===== config.mk =====
export PLATFORM = sky130hd
export DESIGN_NAME = alu_cmd_ctrl_flat
export DESIGN_NICKNAME = d
export VERILOG_FILES = /design/src/rtl/alu_cmd_ctrl_if.sv /design/src/rtl/alu_cmd_ctrl.sv /design/src/flat_wrapper.sv
export SDC_FILE = /design/constraint.sdc
export NUM_CORES = 1
export LEC_CHECK = 0
export ABC_AREA = 1
export BUFFER_PORTS_ARGS = -buffer_cell sky130_fd_sc_hd__buf_4
export CORE_MARGIN = 2
export CORE_UTILIZATION = 40
export CTS_CLUSTER_SIZE = 8
export DETAILED_ROUTE_END_ITERATION = 8
export PLACE_DENSITY = 0.73
export SYNTH_ARGS = -nofsm -noshare
export SYNTH_HDL_FRONTEND = slang
export SYNTH_SLANG_ARGS = --single-unit
export TNS_END_PERCENT = 20

===== constraint.sdc =====
create_clock -name CLK -period 1.8 [get_ports CLK]
set_input_delay 0.54 -clock CLK [delete_from_list [all_inputs] [get_ports CLK]]
set_output_delay 0.54 -clock CLK [all_outputs]
set_load 0.01 [all_outputs]

===== src/rtl/alu_cmd_ctrl_if.sv =====
// Byte-stream, ALU and transmit-side signals of the ALU command controller.
// The master modport is the controller; the slave modport is its environment.
interface alu_cmd_ctrl_if #(
    parameter int DATA_WIDTH = 16,
    parameter int OUT_WIDTH  = 16
);
    logic [7:0]            RX_P_DATA;
    logic                  RX_D_VLD;
    logic [DATA_WIDTH-1:0] ALU_A;
    logic [DATA_WIDTH-1:0] ALU_B;
    logic [3:0]            ALU_FUN;
    logic                  ALU_EN;
    logic [OUT_WIDTH-1:0]  ALU_OUT;
    logic                  ALU_OUT_VLD;
    logic [7:0]            TX_P_DATA;
    logic                  TX_D_VLD;
    logic                  TX_READY;
    logic                  BUSY;

    modport master (
        input  RX_P_DATA, RX_D_VLD, ALU_OUT, ALU_OUT_VLD, TX_READY,
        output ALU_A, ALU_B, ALU_FUN, ALU_EN, TX_P_DATA, TX_D_VLD, BUSY
    );

    modport slave (
        output RX_P_DATA, RX_D_VLD, ALU_OUT, ALU_OUT_VLD, TX_READY,
        input  ALU_A, ALU_B, ALU_FUN, ALU_EN, TX_P_DATA, TX_D_VLD, BUSY
    );
endinterface


===== src/rtl/alu_cmd_ctrl.sv =====
// ALU command controller: assembles 0xCC/0xDD frames from RX bytes, runs the ALU and
// returns its result LSB first. Define ALU_CTRL_TIMEOUT_EN to add the ALU response watchdog.
module alu_cmd_ctrl #(
    parameter int DATA_WIDTH     = 16,
    parameter int OUT_WIDTH      = 16,
    parameter int TIMEOUT_CYCLES = 256
) (
    input  logic          CLK,
    input  logic          RST,
    alu_cmd_ctrl_if.master bus
);

    localparam logic [7:0] CMD_FULL  = 8'hCC;
    localparam logic [7:0] CMD_REUSE = 8'hDD;

    typedef enum logic [3:0] {
        IDLE,
        RX_A0,
        RX_A1,
        RX_B0,
        RX_B1,
        RX_FUN,
        ALU_WAIT,
        TX_LO,
        TX_HI
    } state_t;

    state_t                state_q, state_d;
    logic [DATA_WIDTH-1:0] a_q, a_d;
    logic [DATA_WIDTH-1:0] b_q, b_d;
    logic [3:0]            fun_q, fun_d;
    logic [OUT_WIDTH-1:0]  res_q, res_d;
    logic                  en_q, en_d;
    logic                  tx_vld_q, tx_vld_d;
    logic [7:0]            tx_data_q, tx_data_d;
    logic                  busy_q, busy_d;
    logic                  tmo_hit;

`ifdef ALU_CTRL_TIMEOUT_EN
    localparam int CNT_W = (TIMEOUT_CYCLES > 1) ? $clog2(TIMEOUT_CYCLES) : 1;

    logic [CNT_W-1:0] cnt_q, cnt_d;

    // Counter sits at zero outside ALU_WAIT, so it is already cleared on entry.
    always_comb begin
        cnt_d = '0;
        if (state_q == ALU_WAIT) begin
            cnt_d = cnt_q + CNT_W'(1);
        end
    end

    always_ff @(posedge CLK) begin
        if (RST) begin
            cnt_q <= '0;
        end else begin
            cnt_q <= cnt_d;
        end
    end

    assign tmo_hit = (cnt_q == CNT_W'(TIMEOUT_CYCLES - 1));
`else
    assign tmo_hit = (TIMEOUT_CYCLES < 0);
`endif

    always_comb begin
        state_d = state_q;
        a_d     = a_q;
        b_d     = b_q;
        fun_d   = fun_q;
        res_d   = res_q;

        case (state_q)
            IDLE: begin
                if (bus.RX_D_VLD) begin
                    if (bus.RX_P_DATA == CMD_FULL) begin
                        state_d = RX_A0;
                    end else if (bus.RX_P_DATA == CMD_REUSE) begin
                        state_d = RX_FUN;
                    end
                end
            end
            RX_A0: begin
                if (bus.RX_D_VLD) begin
                    a_d[7:0] = bus.RX_P_DATA;
                    state_d  = RX_A1;
                end
            end
            RX_A1: begin
                if (bus.RX_D_VLD) begin
                    a_d[15:8] = bus.RX_P_DATA;
                    state_d   = RX_B0;
                end
            end
            RX_B0: begin
                if (bus.RX_D_VLD) begin
                    b_d[7:0] = bus.RX_P_DATA;
                    state_d  = RX_B1;
                end
            end
            RX_B1: begin
                if (bus.RX_D_VLD) begin
                    b_d[15:8] = bus.RX_P_DATA;
                    state_d   = RX_FUN;
                end
            end
            RX_FUN: begin
                if (bus.RX_D_VLD) begin
                    fun_d   = bus.RX_P_DATA[3:0];
                    state_d = ALU_WAIT;
                end
            end
            ALU_WAIT: begin
                if (bus.ALU_OUT_VLD) begin
                    res_d   = bus.ALU_OUT;
                    state_d = TX_LO;
                end else if (tmo_hit) begin
                    res_d   = OUT_WIDTH'(16'hEEEE);
                    state_d = TX_LO;
                end
            end
            TX_LO: begin
                if (tx_vld_q && bus.TX_READY) begin
                    state_d = TX_HI;
                end
            end
            TX_HI: begin
                if (tx_vld_q && bus.TX_READY) begin
                    state_d = IDLE;
                end
            end
            default: state_d = IDLE;
        endcase
    end

    // Outputs are decoded from the next state so they register in step with it.
    always_comb begin
        en_d      = (state_d == ALU_WAIT);
        busy_d    = (state_d != IDLE);
        tx_vld_d  = 1'b0;
        tx_data_d = 8'h00;
        if (state_d == TX_LO) begin
            tx_vld_d  = 1'b1;
            tx_data_d = res_d[7:0];
        end else if (state_d == TX_HI) begin
            tx_vld_d  = 1'b1;
            tx_data_d = res_d[15:8];
        end
    end

    always_ff @(posedge CLK) begin
        if (RST) begin
            state_q   <= IDLE;
            a_q       <= '0;
            b_q       <= '0;
            fun_q     <= '0;
            res_q     <= '0;
            en_q      <= 1'b0;
            tx_vld_q  <= 1'b0;
            tx_data_q <= 8'h00;
            busy_q    <= 1'b0;
        end else begin
            state_q   <= state_d;
            a_q       <= a_d;
            b_q       <= b_d;
            fun_q     <= fun_d;
            res_q     <= res_d;
            en_q      <= en_d;
            tx_vld_q  <= tx_vld_d;
            tx_data_q <= tx_data_d;
            busy_q    <= busy_d;
        end
    end

    assign bus.ALU_A     = a_q;
    assign bus.ALU_B     = b_q;
    assign bus.ALU_FUN   = fun_q;
    assign bus.ALU_EN    = en_q;
    assign bus.TX_D_VLD  = tx_vld_q;
    assign bus.TX_P_DATA = tx_data_q;
    assign bus.BUSY      = busy_q;

endmodule


===== src/flat_wrapper.sv =====
// flat-port wrapper written by rule: the top's interface ports become plain ports
module alu_cmd_ctrl_flat 
#(
    parameter int DATA_WIDTH     = 16,
    parameter int OUT_WIDTH      = 16,
    parameter int TIMEOUT_CYCLES = 256
)
  (CLK, RST, bus_RX_P_DATA, bus_RX_D_VLD, bus_ALU_OUT, bus_ALU_OUT_VLD, bus_TX_READY, bus_ALU_A, bus_ALU_B, bus_ALU_FUN, bus_ALU_EN, bus_TX_P_DATA, bus_TX_D_VLD, bus_BUSY);
  alu_cmd_ctrl_if #(.DATA_WIDTH(DATA_WIDTH), .OUT_WIDTH(OUT_WIDTH)) bus_i ();
  input  logic CLK;
  input  logic RST;
  input wire logic [$bits(bus_i.RX_P_DATA)-1:0] bus_RX_P_DATA;
  input wire logic [$bits(bus_i.RX_D_VLD)-1:0] bus_RX_D_VLD;
  input wire logic [$bits(bus_i.ALU_OUT)-1:0] bus_ALU_OUT;
  input wire logic [$bits(bus_i.ALU_OUT_VLD)-1:0] bus_ALU_OUT_VLD;
  input wire logic [$bits(bus_i.TX_READY)-1:0] bus_TX_READY;
  output wire logic [$bits(bus_i.ALU_A)-1:0] bus_ALU_A;
  output wire logic [$bits(bus_i.ALU_B)-1:0] bus_ALU_B;
  output wire logic [$bits(bus_i.ALU_FUN)-1:0] bus_ALU_FUN;
  output wire logic [$bits(bus_i.ALU_EN)-1:0] bus_ALU_EN;
  output wire logic [$bits(bus_i.TX_P_DATA)-1:0] bus_TX_P_DATA;
  output wire logic [$bits(bus_i.TX_D_VLD)-1:0] bus_TX_D_VLD;
  output wire logic [$bits(bus_i.BUSY)-1:0] bus_BUSY;
  assign bus_i.RX_P_DATA = bus_RX_P_DATA;
  assign bus_i.RX_D_VLD = bus_RX_D_VLD;
  assign bus_i.ALU_OUT = bus_ALU_OUT;
  assign bus_i.ALU_OUT_VLD = bus_ALU_OUT_VLD;
  assign bus_i.TX_READY = bus_TX_READY;
  assign bus_ALU_A = bus_i.ALU_A;
  assign bus_ALU_B = bus_i.ALU_B;
  assign bus_ALU_FUN = bus_i.ALU_FUN;
  assign bus_ALU_EN = bus_i.ALU_EN;
  assign bus_TX_P_DATA = bus_i.TX_P_DATA;
  assign bus_TX_D_VLD = bus_i.TX_D_VLD;
  assign bus_BUSY = bus_i.BUSY;
  alu_cmd_ctrl #(.DATA_WIDTH(DATA_WIDTH), .OUT_WIDTH(OUT_WIDTH), .TIMEOUT_CYCLES(TIMEOUT_CYCLES)) u_core (.CLK(CLK), .RST(RST), .bus(bus_i));
endmodule

==> out/qor.txt <==
RSZ-0062 raised after global routing: no
crit path from: u_core.state_q[0]
Antenna Cells: 0
Pre-antenna DRT Iters: 4
Worst Path Arrival: 1.84 ns
worst hold stages: 2
Startpoint Class: flip-flop
most common cell after layout, fill and taps aside: nand2_1
crit path max fanout: 13
Post-Syn Nets: 380
pins over their slew limit: 0
slowest CP cell: dfxtp_1
vias: 2535
Initial Util: 41.8%
postcts setup bufs: 0
element type at the critical path end: flip-flop
vias in the first global route: 2330
Ys Warns: 0
# port buffers: 75
Nets: 455
reg-to-reg startpoint: u_core.state_q[0]
maxcap violations: 0
antenna violations before repair: 0
FF-to-FF setup slack: 0.23 ns
Placed Area: 0.00328 mm²
fill count: 620
mux cell area share after synthesis: 0%
Hold Path Origin: u_core.bus.ALU_B[3]
# IOs: 76
R2R depth: 8
largest family of logic cells by synthesized area: simple AND/OR/NAND/NOR gates
TritonCTS clock tree: built
TritonCTS Buffers: 9
GP Congestion: 0.921
Synth cell types: 26
Yosys reg bits: 67
wire length per cell after detailed routing: 13.1 µm
Skew-Pair Late Insertion Delay: 0.34 ns
row count: 29
Die Area: 0.00734 mm²
XOR/XNOR Fraction of Synth Area: 0%
clk sinks: 67
final core occ: 54.7%
hold_buf cts: 0
Area Overhead vs Synth: 31.1%
Worst Path Required: 2.07 ns
first-pass GRT wire length: 10800 µm
critical path, cell by cell: nand2_1, inv_2, nand2_1, o21ai_4, inv_2, nand3_1, nor2_1, nor2_1
Die Ht: 85.6 µm
outcome: completed
Min-Delay Path Class: flip-flop to flip-flop
core area: 0.00639 mm²
GRT Overall Usage: 18.8%
clk root buf: clkbuf_8
fin crit share: 87.0%
Hold Path Sink: u_core.bus.ALU_B[3]
total routed wirelength: 6640 µm
Die Wd: 85.6 µm
drt drc: 0
Worst Tran Pin Value: 0.539 ns
Peak VDD IR: 0.000529 V
skew final: 0.00848 ns
layout cells sized above 1: 25.6%
Synth Area in Compound Gates: 12.4%
design area: 0.00350 mm²
Post-Synthesis Cells: 351
crit-path max cell delay: 0.43 ns
post-cts resize count: 0
HPWL after DPL: 4750 µm
CTS Buffer Depth: 2
FMAX: 638 MHz
vias per cell: 5.00
pwr dens: 889 mW/mm²
cell area after synthesis: 0.00267 mm²
pin count of the biggest net entering global routing: 50
Max-slew headroom: 64.1%
Setup TNS: 0 ns
Leakage Power: 0.00154 µW
crit path time final: 1.57 ns
Post-Synth Simple-Gate Area: 31.3%
CTS clk-pin slew, worst paths: 0.07 ns
Final Hold Vio Count: 0
CP Class: flip-flop to flip-flop
Post-DRT Antenna Nets: 0
Adder-Cell Fraction of Synth Area: 0%
H-tree depth: 3
most frequent cells in the layout: nand2_1, buf_4, dfxtp_1
Seq/Total Area, Yosys: 50.3%
Avg Synthesized Cell Area: 7.60 µm²
Initial DRC Count: 137
total grt overflow: 0
RR Endpoint: u_core.bus.BUSY
Setup Viol. Count Final: 0
[Yosys cell counts]
master    instances  share of area (%)
a211oi_1         14                3.9
a21oi_1          39                7.3
a31oi_1           1               0.23
and2_1            2               0.47
buf_2             3               0.56
buf_4             2               0.56
buf_6             3                1.3
clkbuf_1          7               0.99
clkbuf_2          1               0.19
dfxtp_1          67                 50
inv_1            10                1.4
inv_2             6               0.84
inv_4             1               0.23
nand2_1         102                 14
nand2_2           2               0.47
nand3_1           9                1.7
nand3_2           1               0.38
nand3_4           1               0.66
nand4_1           9                2.1
nor2_1           57                8.0
nor2_2            1               0.23
nor2_4            1               0.42
nor2_8            1               0.75
nor3_1            9                1.7
o21a_1            1               0.28
o21ai_4           1               0.61
[critical path, delay by kind of cell (launching register included)]
kind,cells,cell delay [ns]
AOI/OAI and AO/OA,1,0.29
DFF,1,0.43
buffers and inverters,2,0.30
and+or+nand+nor,5,0.47
[layout make-up]
cell class              instances  area, µm²  share of cell area (%)
flip-flops and latches         67       1340                    38.4
multi-input cells             251       1160                    33.3
repair buffers                 80        613                    17.5
clock buffers                  10        138                    3.94
well taps                      77       96.3                    2.76
clock inverters                 5       77.6                    2.22
inverters                      17       66.3                    1.90
[how the worst max path moves through the flow]
stage	slack, ns	endpoint	cells past startpoint
3_5_place_dp	0.16	u_core.bus.TX_P_DATA[0]	7
3_3_place_gp	0.16	u_core.bus.TX_P_DATA[7]	7
2_1_floorplan	0.32	u_core.bus.BUSY	8
6_report	0.23	u_core.bus.BUSY	8
5_1_grt	0.09	u_core.bus.BUSY	8
4_1_cts	0.25	u_core.bus.BUSY	8
[through the flow]
stage          power, µW  worst slack, ns  hold WS (ns)  instances
2_1_floorplan       1670            0.322         0.446        351
3_3_place_gp        1790            0.160         0.452        492
3_5_place_dp        1790            0.161         0.455        492
4_1_cts             3130            0.248         0.459        507
5_1_grt             3240           0.0920         0.475        507
6_report            3110            0.233         0.467        507
[where the power goes]
group	internal [µW]	total, µW	switching (µW)
Clock	805	1350	546
Combinational	103	238	135
Sequential	1500	1520	16.0
[flip-flops by register name, summed over array words and instances (netlist names)]
signal and cells:
u_core.bus.TX_P_DATA 8, u_core.bus.ALU_B 16, u_core.state_q 4, u_core.bus.ALU_EN 1
u_core.bus.ALU_FUN 4, u_core.bus.BUSY 1, u_core.bus.ALU_A 16, u_core.bus.TX_D_VLD 1
u_core.res_q 16
[layer usage]
metal  wire length [µm]  track usage (%)  vias up
li1                   -                -     1290
met1               2930             24.0     1151
met2               3200             30.5       85
met3                418             4.23        9
met4                102             8.08        0
met5                  0                0        -
[kinds of logic after synthesis]
family / after synthesis
buf+inv: 33
flops: 67
compound gates: 56
simple gates: 195
(Power assumes the default switching activity.)
